**config.mk**
```make
export PLATFORM = sky130hd
export DESIGN_NAME = maria_bus_arbiter
export DESIGN_NICKNAME = d
export VERILOG_FILES = /design/src/rtl/maria_bus_arbiter.sv
export SDC_FILE = /design/constraint.sdc
export NUM_CORES = 1
export LEC_CHECK = 0
export CORE_AREA = 2 2 52 54
export CTS_BUF_LIST = sky130_fd_sc_hd__clkbuf_4
export CTS_CLUSTER_SIZE = 12
export DETAILED_ROUTE_END_ITERATION = 6
export DIE_AREA = 0 0 54 56
export GPL_TIMING_DRIVEN = 1
export SLEW_MARGIN = 20
export SYNTH_ARGS = -nofsm -noshare
export SYNTH_HDL_FRONTEND = slang
export SYNTH_SLANG_ARGS = --single-unit
```
**constraint.sdc**
```tcl
create_clock -name clk_sys -period 5.46 [get_ports clk_sys]
set_input_delay 1.365 -clock clk_sys [delete_from_list [all_inputs] [get_ports clk_sys]]
set_output_delay 1.365 -clock clk_sys [all_outputs]
set_load 0.01 [all_outputs]
```
**src/rtl/maria_bus_arbiter.sv**
```systemverilog
// Shared-bus arbiter between the 6502 and the Maria DMA engine.
// Sequences HALT request, CPU parking on pclk0, DMA grant, watchdog and bus turnaround.
module maria_bus_arbiter #(
  parameter int unsigned HALT_LATENCY = 1,
  parameter int unsigned TURNAROUND   = 2,
  parameter int unsigned MAX_GRANT    = 512
) (
  input  logic       clk_sys,
  input  logic       reset,
  input  logic       ce,
  input  logic       mclk1,
  input  logic       pclk0,
  input  logic       maria_en,
  input  logic       dma_req,
  input  logic       dma_done,
  output logic       halt_n,
  output logic       dma_grant,
  output logic       drive_AB,
  output logic       timeout,
  output logic [1:0] state_o
);

  localparam int unsigned GW = $clog2(MAX_GRANT) + 1;

  localparam logic [1:0]    HL_LAST = 2'(HALT_LATENCY - 1);
  localparam logic [GW-1:0] GM_LAST = GW'(MAX_GRANT - 1);
  localparam logic [2:0]    TA_LAST = (TURNAROUND == 0) ? 3'd0 : 3'(TURNAROUND - 1);

  typedef enum logic [1:0] {
    IDLE     = 2'd0,
    HALT_REQ = 2'd1,
    GRANT    = 2'd2,
    RELEASE  = 2'd3
  } state_t;

  state_t        state_q, state_d;
  logic [1:0]    hcnt_q, hcnt_d;
  logic [GW-1:0] gcnt_q, gcnt_d;
  logic [2:0]    tcnt_q, tcnt_d;
  logic          timeout_q, timeout_d;
  logic          halt_n_q, halt_n_d;
  logic          grant_q, grant_d;
  logic          drive_q, drive_d;

  always_comb begin
    state_d   = state_q;
    hcnt_d    = hcnt_q;
    gcnt_d    = gcnt_q;
    tcnt_d    = tcnt_q;
    timeout_d = timeout_q;

    if (!maria_en) begin
      state_d = IDLE;
      hcnt_d  = '0;
      gcnt_d  = '0;
      tcnt_d  = '0;
    end else if (ce) begin
      unique case (state_q)
        IDLE: begin
          if (dma_req) begin
            state_d = HALT_REQ;
            hcnt_d  = '0;
          end
        end
        HALT_REQ: begin
          // a withdrawn request wins over a coincident pclk0 tick
          if (!dma_req) begin
            state_d = IDLE;
            hcnt_d  = '0;
          end else if (pclk0) begin
            if (hcnt_q >= HL_LAST) begin
              state_d = GRANT;
              gcnt_d  = '0;
            end else begin
              hcnt_d = hcnt_q + 2'd1;
            end
          end
        end
        GRANT: begin
          if (dma_done) begin
            state_d = RELEASE;
            tcnt_d  = '0;
          end else if (mclk1) begin
            if (gcnt_q >= GM_LAST) begin
              state_d   = RELEASE;
              tcnt_d    = '0;
              timeout_d = 1'b1;
            end else begin
              gcnt_d = gcnt_q + 1'b1;
            end
          end
        end
        RELEASE: begin
          if (TURNAROUND == 0) begin
            state_d = IDLE;
          end else if (mclk1) begin
            if (tcnt_q >= TA_LAST) begin
              state_d = IDLE;
            end else begin
              tcnt_d = tcnt_q + 3'd1;
            end
          end
        end
        default: state_d = IDLE;
      endcase
    end
  end

  // outputs are decoded from the next state so they land on the transition edge
  always_comb begin
    halt_n_d = (state_d == IDLE);
    grant_d  = (state_d == GRANT);
    drive_d  = (state_d == GRANT);
  end

  always_ff @(posedge clk_sys) begin
    if (reset) begin
      state_q   <= IDLE;
      hcnt_q    <= '0;
      gcnt_q    <= '0;
      tcnt_q    <= '0;
      timeout_q <= 1'b0;
      halt_n_q  <= 1'b1;
      grant_q   <= 1'b0;
      drive_q   <= 1'b0;
    end else begin
      state_q   <= state_d;
      hcnt_q    <= hcnt_d;
      gcnt_q    <= gcnt_d;
      tcnt_q    <= tcnt_d;
      timeout_q <= timeout_d;
      halt_n_q  <= halt_n_d;
      grant_q   <= grant_d;
      drive_q   <= drive_d;
    end
  end

  assign halt_n    = halt_n_q;
  assign dma_grant = grant_q;
  assign drive_AB  = drive_q;
  assign timeout   = timeout_q;
  assign state_o   = state_q;

endmodule
```
==> impl_metrics.sql, run 1 <==
INSERT INTO impl_metrics (metric_group, metric, value, unit) VALUES
('status', 'outcome', 'finished, final reports clean', ''),
('global_route', 'number_of_antenna_violations_at_the_first_check_in_global_routing', '0', ''),
('finish', 'share_of_cells_above_drive_strength_1', '5.56', '%'),
('routing', 'remaining_drc_errors', '0', ''),
('place', 'port-buffer-count', '13', ''),
('pwr', 'netSwitchingPower', '50.2', 'uW'),
('floorplan', 'initial_core_util', '43.2', '%'),
('pwr', 'irDropWorstVdd', '0.135', 'mV'),
('pwr', 'p_clk_share', '30.4', '%'),
('clocking', 'clkTransAtPathRegs', '0.10', 'ns'),
('clocking', 'post_cts_resized', '0', ''),
('yosys', 'post_synth_instance_area', '0.00105', 'sq mm'),
('clocking', 'clock_latency', '0.29', 'ns'),
('place', 'finalWeightedCongestion', '0.748', ''),
('routing', 'route.vias.total', '938', ''),
('finish', 'multiInputGateArea', '602', 'sq um'),
('global_route', 'grt_pass1_vias', '849', ''),
('routing', 'avgRoutedWirePerCell', '14.1', 'um'),
('sta', 'maxSlewViolCount', '0', ''),
('yosys', 'synth_top_area_cell', 'sky130_fd_sc_hd__dfxtp_1', ''),
('yosys', 'synthDominantCellAreaShare', '34.3', '%'),
('yosys', 'yosys.area_share.simple', '27.5', '%'),
('floorplan', 'floorplan.die.height', '56', 'um'),
('setup_path', 'crit_path_cell_trace', 'clkdlybuf4s50_1 -> nor2b_1 -> o21ai_1 -> a2111o_1 -> nand2_1', ''),
('yosys', 'synth.cells.most_frequent', 'sky130_fd_sc_hd__dfxtp_1, sky130_fd_sc_hd__nand2_1, sky130_fd_sc_hd__nor2_1', ''),
('pwr', 'cellPowerDensity', '186', 'mW/mm^2'),
('pwr', 'sw_frac_of_total', '23.2', '%'),
('finish', 'fillCellCount', '253', ''),
('clocking', 'post_cts_hold_buffer_count', '0', ''),
('yosys', 'yosys_warnings', '0', ''),
('routing', 'drt-pass1-iter-count', '4', ''),
('finish', 'design.final.nets', '139', ''),
('clocking', 'tritoncts', 'built', ''),
('yosys', 'syn-instance-count', '118', ''),
('yosys', 'yosysMostFrequentCell', 'sky130_fd_sc_hd__dfxtp_1', ''),
('setup_path', 'crit_path_start_kind', 'input port', ''),
('setup_path', 'critical_path_buf_inv_count', '1', ''),
('setup_path', 'critPathMaxFanout', '10', ''),
('yosys', 'number_of_nets_in_the_synthesized_netlist', '129', ''),
('routing', 'antenna_left', '0', ''),
('sta', 'worst_clock_skew', '0.00356', 'ns'),
('setup_path', 'critPathTopFamily', 'compound AO/OA/AOI/OAI gates', ''),
('yosys', 'post_synthesis_async_set_or_reset_flop_share', '0', '%'),
('place', 'postPlaceCellArea', '0.00114', 'sq mm'),
('yosys', 'synth_seq_area_share', '34.3', '%'),
('setup_path', 'crit_path_kind', 'input port to flip-flop', ''),
('min_path', 'hold_depth', '2', ''),
('sta', 'timing.final.crit_period', '3.20', 'ns'),
('sta', 'totalNegativeSetupSlack', '0', 'ns'),
('global_route', 'aggregate_global_routing_overflow', '0', ''),
('pwr', 'seqPwrFrac', '61.3', '%'),
('setup_path', 'r2r.worst_path.cells', '5', ''),
('clocking', 'clock-root-buffer', 'sky130_fd_sc_hd__clkbuf_4', ''),
('floorplan', 'core.rowCount', '18', ''),
('setup_path', 'critical_path_required', '5.70', 'ns'),
('sta', 'finalSetupViolCount', '0', ''),
('yosys', 'yosys.cell_types.count', '41', ''),
('sta', 'rsz_0062_raised_after_global_routing', 'no', ''),
('yosys', 'synth_xor_xnor_area_share', '0.833', '%'),
('clocking', 'cts_sink_count', '18', ''),
('routing', 'drt_iter0_drc', '24', ''),
('yosys', 'main_combinational_cell_family_by_area_after_synthesis', 'simple AND/OR/NAND/NOR gates', ''),
('clocking', 'h_tree_depth', '1', ''),
('yosys', 'synth_edf_count', '0', ''),
('place', 'pre_cts_ws', '1.95', 'ns'),
('global_route', 'grt_max_degree', '12', ''),
('yosys', 'synth_compound_area_share', '22.5', '%'),
('yosys', 'ys.flop_type', 'sky130_fd_sc_hd__dfxtp_1', ''),
('finish', 'postLayoutCellArea', '0.00117', 'sq mm'),
('global_route', 'grt_util_all_layers', '16.6', '%'),
('setup_path', 'worst-path-stages', '5', '');
## flip-flops by register name, summed over array words and instances, names as in the netlist
register	flops
halt_n	1
drive_AB	1
timeout	1
state_o	2
gcnt_q	10
tcnt_q	3
## per-stage QoR
stage | utilization, % | hold WS [ns] | total power (uW) | std cells
global route | 48.0 | 0.487 | 227 | 156
global placement | 47.1 | 0.452 | 154 | 153
CTS | 48.0 | 0.474 | 220 | 156
detailed placement | 47.1 | 0.459 | 154 | 153
floorplan | - | 0.434 | 144 | 118
finish | 48.0 | 0.473 | 217 | 156
## final cells by class
cell class | instances | area share (%)
multi-input cells | 88 | 51.6
flip-flops and latches | 18 | 30.9
repair buffers | 13 | 11.1
well taps | 30 | 3.22
clock buffers | 3 | 1.93
inverters | 4 | 1.29
## worst register-to-register path: stages (launching register included)
cell	delay, ns
sky130_fd_sc_hd__dfxtp_1	0.35
sky130_fd_sc_hd__ha_1	0.30
sky130_fd_sc_hd__and4_4	0.24
sky130_fd_sc_hd__a211o_1	0.44
sky130_fd_sc_hd__a2111o_1	0.46
sky130_fd_sc_hd__o21ai_1	0.07
## worst paths after layout
kind                                 from        end  slack (ns)
worst max register to register  gcnt_q[0]  gcnt_q[4]        3.54
worst max-delay path             maria_en  gcnt_q[2]        2.26
worst min register to register  tcnt_q[2]  tcnt_q[2]        0.47
worst min-delay path            tcnt_q[2]  tcnt_q[2]        0.47
## cells in the final DEF, fill, tap and decap left out, types with 2 or more instances in the layout
master and n:
sky130_fd_sc_hd__a221o_1 2, sky130_fd_sc_hd__a21o_2 2, sky130_fd_sc_hd__and4_1 2, sky130_fd_sc_hd__nand3_1 6, sky130_fd_sc_hd__a31oi_1 3, sky130_fd_sc_hd__ha_1 3
sky130_fd_sc_hd__o211ai_1 2, sky130_fd_sc_hd__o2111ai_1 3, sky130_fd_sc_hd__nor2_1 7, sky130_fd_sc_hd__nand4_1 4, sky130_fd_sc_hd__nand4bb_1 2, sky130_fd_sc_hd__clkbuf_4 3
sky130_fd_sc_hd__o21ai_1 2, sky130_fd_sc_hd__mux2i_1 3, sky130_fd_sc_hd__clkdlybuf4s50_1 13, sky130_fd_sc_hd__or3_1 3, sky130_fd_sc_hd__nor2b_1 4, sky130_fd_sc_hd__inv_1 4
sky130_fd_sc_hd__a211oi_1 2, sky130_fd_sc_hd__a2111o_1 4, sky130_fd_sc_hd__dfxtp_1 18, sky130_fd_sc_hd__nand2_1 11, sky130_fd_sc_hd__a21oi_1 5, sky130_fd_sc_hd__and2_1 2
sky130_fd_sc_hd__nand2b_1 3
## power groups by stage
stage	clock (uW)	sequential [uW]	combinational, uW
2_1_floorplan	0	136	8.56
3_3_place_gp	0	136	17.9
3_5_place_dp	0	136	17.9
4_1_cts	68.7	133	18.0
5_1_grt	74.3	133	19.9
6_report	66.0	133	18.1
## logic make-up (layout without fill, tap and decap cells)
group / after synthesis / after routing
buf+inv: 12 / 20
fa+ha+maj: 3 / 3
xor+xnor: 1 / 1
compound gates: 30 / 30
simple gates: 51 / 51
flops: 18 / 18
mux: 3 / 3
## layer usage
| metal | up-vias | part of all wire (%) | track usage [%] | wire length [um] |
|---|---|---|---|---|
| li1 | 468 | - | - | - |
| met1 | 441 | 46 | 22.6 | 1020 |
| met2 | 27 | 47 | 25.1 | 1030 |
| met3 | 2 | 6.0 | 3.49 | 132 |
| met4 | 0 | 0.82 | 6.43 | 18 |
| met5 | - | 0 | 0 | 0 |
Power figures use the tool's default switching activity.
==> inputs of run 2 (changes only) <==
==> constraint.sdc (replaced) <==
create_clock -name clk_sys -period 3.05 [get_ports clk_sys]
set_input_delay 0.7625 -clock clk_sys [delete_from_list [all_inputs] [get_ports clk_sys]]
set_output_delay 0.7625 -clock clk_sys [all_outputs]
set_load 0.01 [all_outputs]
==> impl_metrics.sql, run 2 (same netlist as run 1, synthesis figures left out) <==
INSERT INTO impl_metrics (metric_group, metric, value, unit) VALUES
('place', 'port-buffer-count', '13', ''),
('routing', 'avgViaCountPerCell', '5.95', ''),
('finish', 'diodes', '0', ''),
('floorplan', 'design.portCount', '14', ''),
('routing', 'drt-pass1-iter-count', '4', ''),
('finish', 'fillCellCount', '245', ''),
('global_route', 'grt_util_all_layers', '16.6', '%'),
('global_route', 'grt_pass1_vias', '913', ''),
('clocking', 'cts_setup_buffers', '0', ''),
('floorplan', 'floorplan.die.height', '56', 'um'),
('sta', 'timing.final.crit_period', '2.28', 'ns'),
('global_route', 'grt_use_met1', '19.7', '%'),
('routing', 'avgRoutedWirePerCell', '13.9', 'um'),
('finish', 'design.final.nets', '140', ''),
('place', 'finalWeightedCongestion', '0.759', ''),
('pwr', 'power.leakage', '0.000415', 'uW'),
('sta', 'worst_clock_skew', '0.00509', 'ns'),
('pwr', 'cellPowerDensity', '336', 'mW/mm^2'),
('finish', 'share_of_cells_above_drive_strength_1', '6.30', '%'),
('setup_path', 'crit_path_start_kind', 'input port', ''),
('sta', 'timing.hold.ws', '0.477', 'ns'),
('sta', 'final_hold_viol_count', '0', ''),
('finish', 'instances_no_fill', '157', ''),
('finish', 'multiInputGateArea', '602', 'sq um'),
('global_route', 'grt_pass1_wl', '3860', 'um'),
('clocking', 'cts_buffers', '3', ''),
('place', 'post-place-cells', '154', ''),
('place', 'post-dp-hpwl', '1620', 'um'),
('floorplan', 'floorplan.core_area', '0.00243', 'sq mm'),
('finish', 'largest_register_ffs', '10', ''),
('global_route', 'grt_max_degree', '12', ''),
('finish', 'areaGrowthSynthToFinish', '11.8', '%'),
('global_route', 'groute.layer.met3.usage', '5.65', '%'),
('setup_path', 'worst_flop_to_flop_path_endpoint', 'gcnt_q[4]', ''),
('clocking', 'tritoncts', 'built', ''),
('setup_path', 'crit_path_kind', 'input port to flip-flop', ''),
('finish', 'layout.cells.most_common', 'sky130_fd_sc_hd__dfxtp_1', ''),
('clocking', 'clkTransAtPathRegs', '0.11', 'ns'),
('min_path', 'hold_depth', '2', ''),
('floorplan', 'fp.dieArea', '0.00302', 'sq mm'),
('setup_path', 'critical_path.reg2reg.startpoint', 'gcnt_q[0]', ''),
('sta', 'maxSlewViolCount', '0', ''),
('sta', 'timing.slew.headroom', '58.9', '%'),
('clocking', 'cts_sink_count', '18', ''),
('setup_path', 'worstPathArrival', '2.52', 'ns'),
('sta', 'totalNegativeSetupSlack', '0', 'ns'),
('floorplan', 'die_w', '54', 'um'),
('finish', 'postLayoutCellArea', '0.00117', 'sq mm'),
('setup_path', 'critical_path_required', '3.29', 'ns'),
('setup_path', 'timing.critical_path.to_type', 'flip-flop', ''),
('clocking', 'post_cts_resized', '0', ''),
('setup_path', 'r2r_setup_slack', '1.15', 'ns'),
('floorplan', 'core.rowCount', '18', ''),
('clocking', 'clock_latency', '0.30', 'ns'),
('routing', 'antenna_left', '0', ''),
('clocking', 'clk_path_buf_depth', '2', ''),
('sta', 'fmax', '439', 'MHz'),
('finish', 'sequential_cell_area', '360', 'sq um'),
('sta', 'finalSetupViolCount', '0', ''),
('sta', 'rsz_0062_raised_after_global_routing', 'no', ''),
('clocking', 'h_tree_depth', '1', ''),
('clocking', 'clock-root-buffer', 'sky130_fd_sc_hd__clkbuf_4', ''),
('global_route', 'aggregate_global_routing_overflow', '0', ''),
('job', 'max-cap-violations', '0', ''),
('global_route', 'globalRouteMet2Util', '28.4', '%'),
('finish', 'layout_common_cells', 'sky130_fd_sc_hd__dfxtp_1, sky130_fd_sc_hd__clkdlybuf4s50_1, sky130_fd_sc_hd__nand2_1', ''),
('routing', 'total_wire_length_after_detailed_routing', '2180', 'um'),
('global_route', 'number_of_antenna_violations_at_the_first_check_in_global_routing', '0', ''),
('setup_path', 'critPathMaxFanout', '11', ''),
('routing', 'route.vias.total', '934', ''),
('floorplan', 'initial_core_util', '43.2', '%'),
('min_path', 'holdCritStartpoint', 'tcnt_q[2]', ''),
('pwr', 'irDropWorstVdd', '0.275', 'mV'),
('sta', 'period_share', '74.8', '%'),
('status', 'outcome', 'finished, final reports clean', ''),
('clocking', 'post_cts_hold_buffer_count', '0', ''),
('routing', 'remaining_drc_errors', '0', ''),
('global_route', 'busiest_layer', 'met2', ''),
('routing', 'drt_iter0_drc', '17', ''),
('min_path', 'min_path_type', 'flip-flop to flip-flop', ''),
('finish', 'regMostFlops', 'gcnt_q', ''),
('setup_path', 'r2r.worst_path.cells', '5', ''),
('min_path', 'hold_path_end', 'tcnt_q[2]', ''),
('sta', 'slew_at_the_pin_closest_to_its_max_slew_limit', '0.613', 'ns'),
('place', 'postPlaceCellArea', '0.00115', 'sq mm');
[run 2: cell count changes in the layout (fill, tap and decap cells not counted), sizes merged]
cell / before / now
buf: 0 / 1
[run 2: how the worst max path moves through the flow]
stage	start	cells after the start	endpoint
floorplan	dma_done	5	gcnt_q[4]
global placement	ce	5	gcnt_q[4]
detailed placement	ce	5	gcnt_q[4]
CTS	ce	5	gcnt_q[4]
global route	ce	5	gcnt_q[4]
finish	ce	5	gcnt_q[4]
[run 2: power breakdown]
part	switching, uW	total (uW)	internal, uW
Clock	76.5	123	46.0
Combinational	16.3	33.5	17.3
Sequential	1.94	238	236
[run 2: critical path, stage by stage]
cell	delay [ns]
sky130_fd_sc_hd__clkdlybuf4s50_1	0.61
sky130_fd_sc_hd__nand4bb_1	0.19
sky130_fd_sc_hd__a211o_1	0.44
sky130_fd_sc_hd__a2111o_1	0.44
sky130_fd_sc_hd__o21ai_1	0.07
[run 2: per-layer routing]
metal	vias up	wire, um
met5	-	0
met4	0	15
met3	2	123
met2	23	1000
met1	440	1040
li1	469	-
[run 2: per-stage QoR]
stage	setup slack [ns]	total power (uW)	util, %
final	0.770	394	48.3
after global routing	0.685	412	48.3
after CTS	0.791	399	48.3
after detailed placement	0.482	277	47.4
after global placement	0.515	277	47.4
after floorplan	1.13	258	-
[run 2: area by class of cell]
| type | instances | area share, % |
|---|---|---|
| multi-input combinational | 88 | 51.2 |
| sequential | 18 | 30.7 |
| timing repair buffer | 14 | 11.7 |
| tap | 30 | 3.19 |
| clock buffer | 3 | 1.92 |
| inverter | 4 | 1.28 |
==> inputs of run 3 (changes only) <==
==> constraint.sdc (replaced) <==
create_clock -name clk_sys -period 2.2 [get_ports clk_sys]
set_input_delay 0.55 -clock clk_sys [delete_from_list [all_inputs] [get_ports clk_sys]]
set_output_delay 0.55 -clock clk_sys [all_outputs]
set_load 0.01 [all_outputs]
==> impl_metrics.sql, run 3 (same netlist as run 1, synthesis figures left out) <==
INSERT INTO impl_metrics (metric_group, metric, value, unit) VALUES
('status', 'outcome', 'finished, final reports clean', ''),
('floorplan', 'design.portCount', '14', ''),
('place', 'finalWeightedCongestion', '0.771', ''),
('clocking', 'tritoncts', 'built', ''),
('place', 'postPlaceCellArea', '0.00121', 'sq mm'),
('sta', 'maxSlewViolCount', '0', ''),
('clocking', 'post_cts_resized', '0', ''),
('clocking', 'clkTransAtPathRegs', '0.11', 'ns'),
('setup_path', 'crit_path_kind', 'flip-flop to output pin', ''),
('setup_path', 'critical-path-slowest-cell', 'sky130_fd_sc_hd__clkdlybuf4s50_1', ''),
('sta', 'fmax', '502', 'MHz'),
('clocking', 'clk_path_buf_depth', '2', ''),
('finish', 'sequential_cell_area', '360', 'sq um'),
('routing', 'total_wire_length_after_detailed_routing', '2220', 'um'),
('finish', 'multiInputGateArea', '602', 'sq um'),
('pwr', 'cellPowerDensity', '448', 'mW/mm^2'),
('finish', 'layout.cells.most_common', 'sky130_fd_sc_hd__dfxtp_1', ''),
('finish', 'instances_no_fill', '166', ''),
('sta', 'fin_ws', '0.207', 'ns'),
('routing', 'drt_iter0_drc', '9', ''),
('pwr', 'power.leakage', '0.000455', 'uW'),
('finish', 'fillCellCount', '247', ''),
('setup_path', 'worstPathArrival', '1.44', 'ns'),
('sta', 'timing.hold.ws', '0.466', 'ns'),
('place', 'post-place-cells', '162', ''),
('place', 'port-buffer-count', '13', ''),
('pwr', 'irDropWorstVdd', '0.329', 'mV'),
('pwr', 'seqPwrFrac', '59.5', '%'),
('routing', 'avgViaCountPerCell', '5.82', ''),
('finish', 'diodes', '0', ''),
('sta', 'rsz_0062_raised_after_global_routing', 'no', ''),
('pwr', 'netSwitchingPower', '130', 'uW'),
('sta', 'timing.final.crit_period', '1.99', 'ns'),
('clocking', 'clock-root-buffer', 'sky130_fd_sc_hd__clkbuf_4', ''),
('finish', 'postLayoutCellArea', '0.00124', 'sq mm'),
('setup_path', 'critical_path_buf_inv_count', '1', ''),
('setup_path', 'crit_path_cell_trace', 'clkdlybuf4s50_1', ''),
('clocking', 'h_tree_depth', '1', ''),
('finish', 'share_of_cells_above_drive_strength_1', '11.8', '%'),
('pwr', 'internal-power', '424', 'uW'),
('setup_path', 'critical_path_required', '1.65', 'ns'),
('floorplan', 'floorplan.die.height', '56', 'um'),
('clocking', 'cts_sink_count', '18', ''),
('sta', 'totalNegativeSetupSlack', '0', 'ns'),
('sta', 'finalSetupViolCount', '0', ''),
('setup_path', 'timing.critical_path.to_type', 'output pin', ''),
('global_route', 'number_of_antenna_violations_at_the_first_check_in_global_routing', '0', ''),
('floorplan', 'floorplan.core_area', '0.00243', 'sq mm'),
('floorplan', 'die_w', '54', 'um'),
('sta', 'worst_clock_skew', '0.0128', 'ns'),
('global_route', 'grt_pass1_wl', '3880', 'um'),
('finish', 'layout_common_cells', 'sky130_fd_sc_hd__dfxtp_1, sky130_fd_sc_hd__clkdlybuf4s50_1, sky130_fd_sc_hd__nand2_1', ''),
('min_path', 'min_path_type', 'flip-flop to flip-flop', ''),
('routing', 'drt-pass1-iter-count', '4', ''),
('global_route', 'grt_pass1_vias', '872', ''),
('finish', 'regMostFlops', 'gcnt_q', ''),
('global_route', 'aggregate_global_routing_overflow', '0', ''),
('sta', 'period_share', '90.6', '%'),
('finish', 'design.final.nets', '148', ''),
('place', 'post-dp-hpwl', '1690', 'um'),
('setup_path', 'critPathTopFamily', 'buffers and inverters', ''),
('global_route', 'grt_max_degree', '12', ''),
('finish', 'areaGrowthSynthToFinish', '17.9', '%'),
('sta', 'timing.slew.headroom', '63.7', '%'),
('clocking', 'cts_buffers', '3', ''),
('routing', 'remaining_drc_errors', '0', ''),
('routing', 'avgRoutedWirePerCell', '13.4', 'um'),
('pwr', 'p_clk_share', '30.7', '%'),
('pwr', 'combinationalPowerShare', '9.8', '%'),
('finish', 'largest_register_ffs', '10', ''),
('global_route', 'grt_util_all_layers', '17.3', '%'),
('clocking', 'cts_setup_buffers', '0', ''),
('place', 'pre_cts_ws', '-0.0266', 'ns'),
('clocking', 'clock_latency', '0.30', 'ns'),
('clocking', 'post_cts_hold_buffer_count', '0', ''),
('pwr', 'sw_frac_of_total', '23.5', '%'),
('floorplan', 'initial_core_util', '43.2', '%'),
('setup_path', 'worst_stage_delay_on_the_critical_path', '0.60', 'ns'),
('floorplan', 'fp.dieArea', '0.00302', 'sq mm'),
('setup_path', 'critPathMaxFanout', '11', ''),
('floorplan', 'core.rowCount', '18', ''),
('sta', 'final_hold_viol_count', '0', ''),
('job', 'max-cap-violations', '0', ''),
('routing', 'route.vias.total', '966', ''),
('setup_path', 'crit_path_start_kind', 'flip-flop', ''),
('sta', 'slew_at_the_pin_closest_to_its_max_slew_limit', '0.542', 'ns'),
('routing', 'antenna_left', '0', '');
run 3: changes by cell type in the layout (fill, tap and decap cells not counted), sizes merged:
cell / delta
buf: +8
clkinv: +1
run 3: area by class of cell:
class	count	share of cell area, %
clock buffer	3	1.82
clock inverter	1	0.303
inverter	4	1.21
multi-input combinational	88	48.6
sequential	18	29.1
tap	30	3.03
timing repair buffer	22	16.0
run 3: per-layer routing:
layer  track usage [%]  vias to the layer above  share of wire [%]
li1                  -                      489                  -
met1              22.3                      452                 46
met2              26.1                       18                 46
met3              5.91                        7                5.0
met4              6.43                        0                2.4
met5                 0                        -                  0
run 3: path summary, 6_finish.rpt:
check	start	endpoint	slack [ns]	cells past startpoint
setup / recovery	state_o[1]	state_o[1]	0.21	1
hold / removal	tcnt_q[2]	tcnt_q[2]	0.47	2
setup reg to reg	gcnt_q[0]	gcnt_q[4]	0.35	5
hold reg to reg	tcnt_q[2]	tcnt_q[2]	0.47	2
run 3: per-stage QoR:
step | total power, uW | util [%]
floorplan | 358 | -
global placement | 392 | 49.8
detailed placement | 391 | 49.8
CTS | 567 | 50.9
global route | 582 | 50.9
finish | 554 | 50.9
run 3: power groups by stage:
| stage | clock network (uW) | registers, uW | logic, uW |
|---|---|---|---|
| 3_3_place_gp | 0 | 337 | 54.3 |
| 2_1_floorplan | 0 | 337 | 21.2 |
| 4_1_cts | 182 | 330 | 54.3 |
| 5_1_grt | 191 | 330 | 60.2 |
| 3_5_place_dp | 0 | 337 | 54.0 |
| 6_report | 170 | 330 | 54.3 |
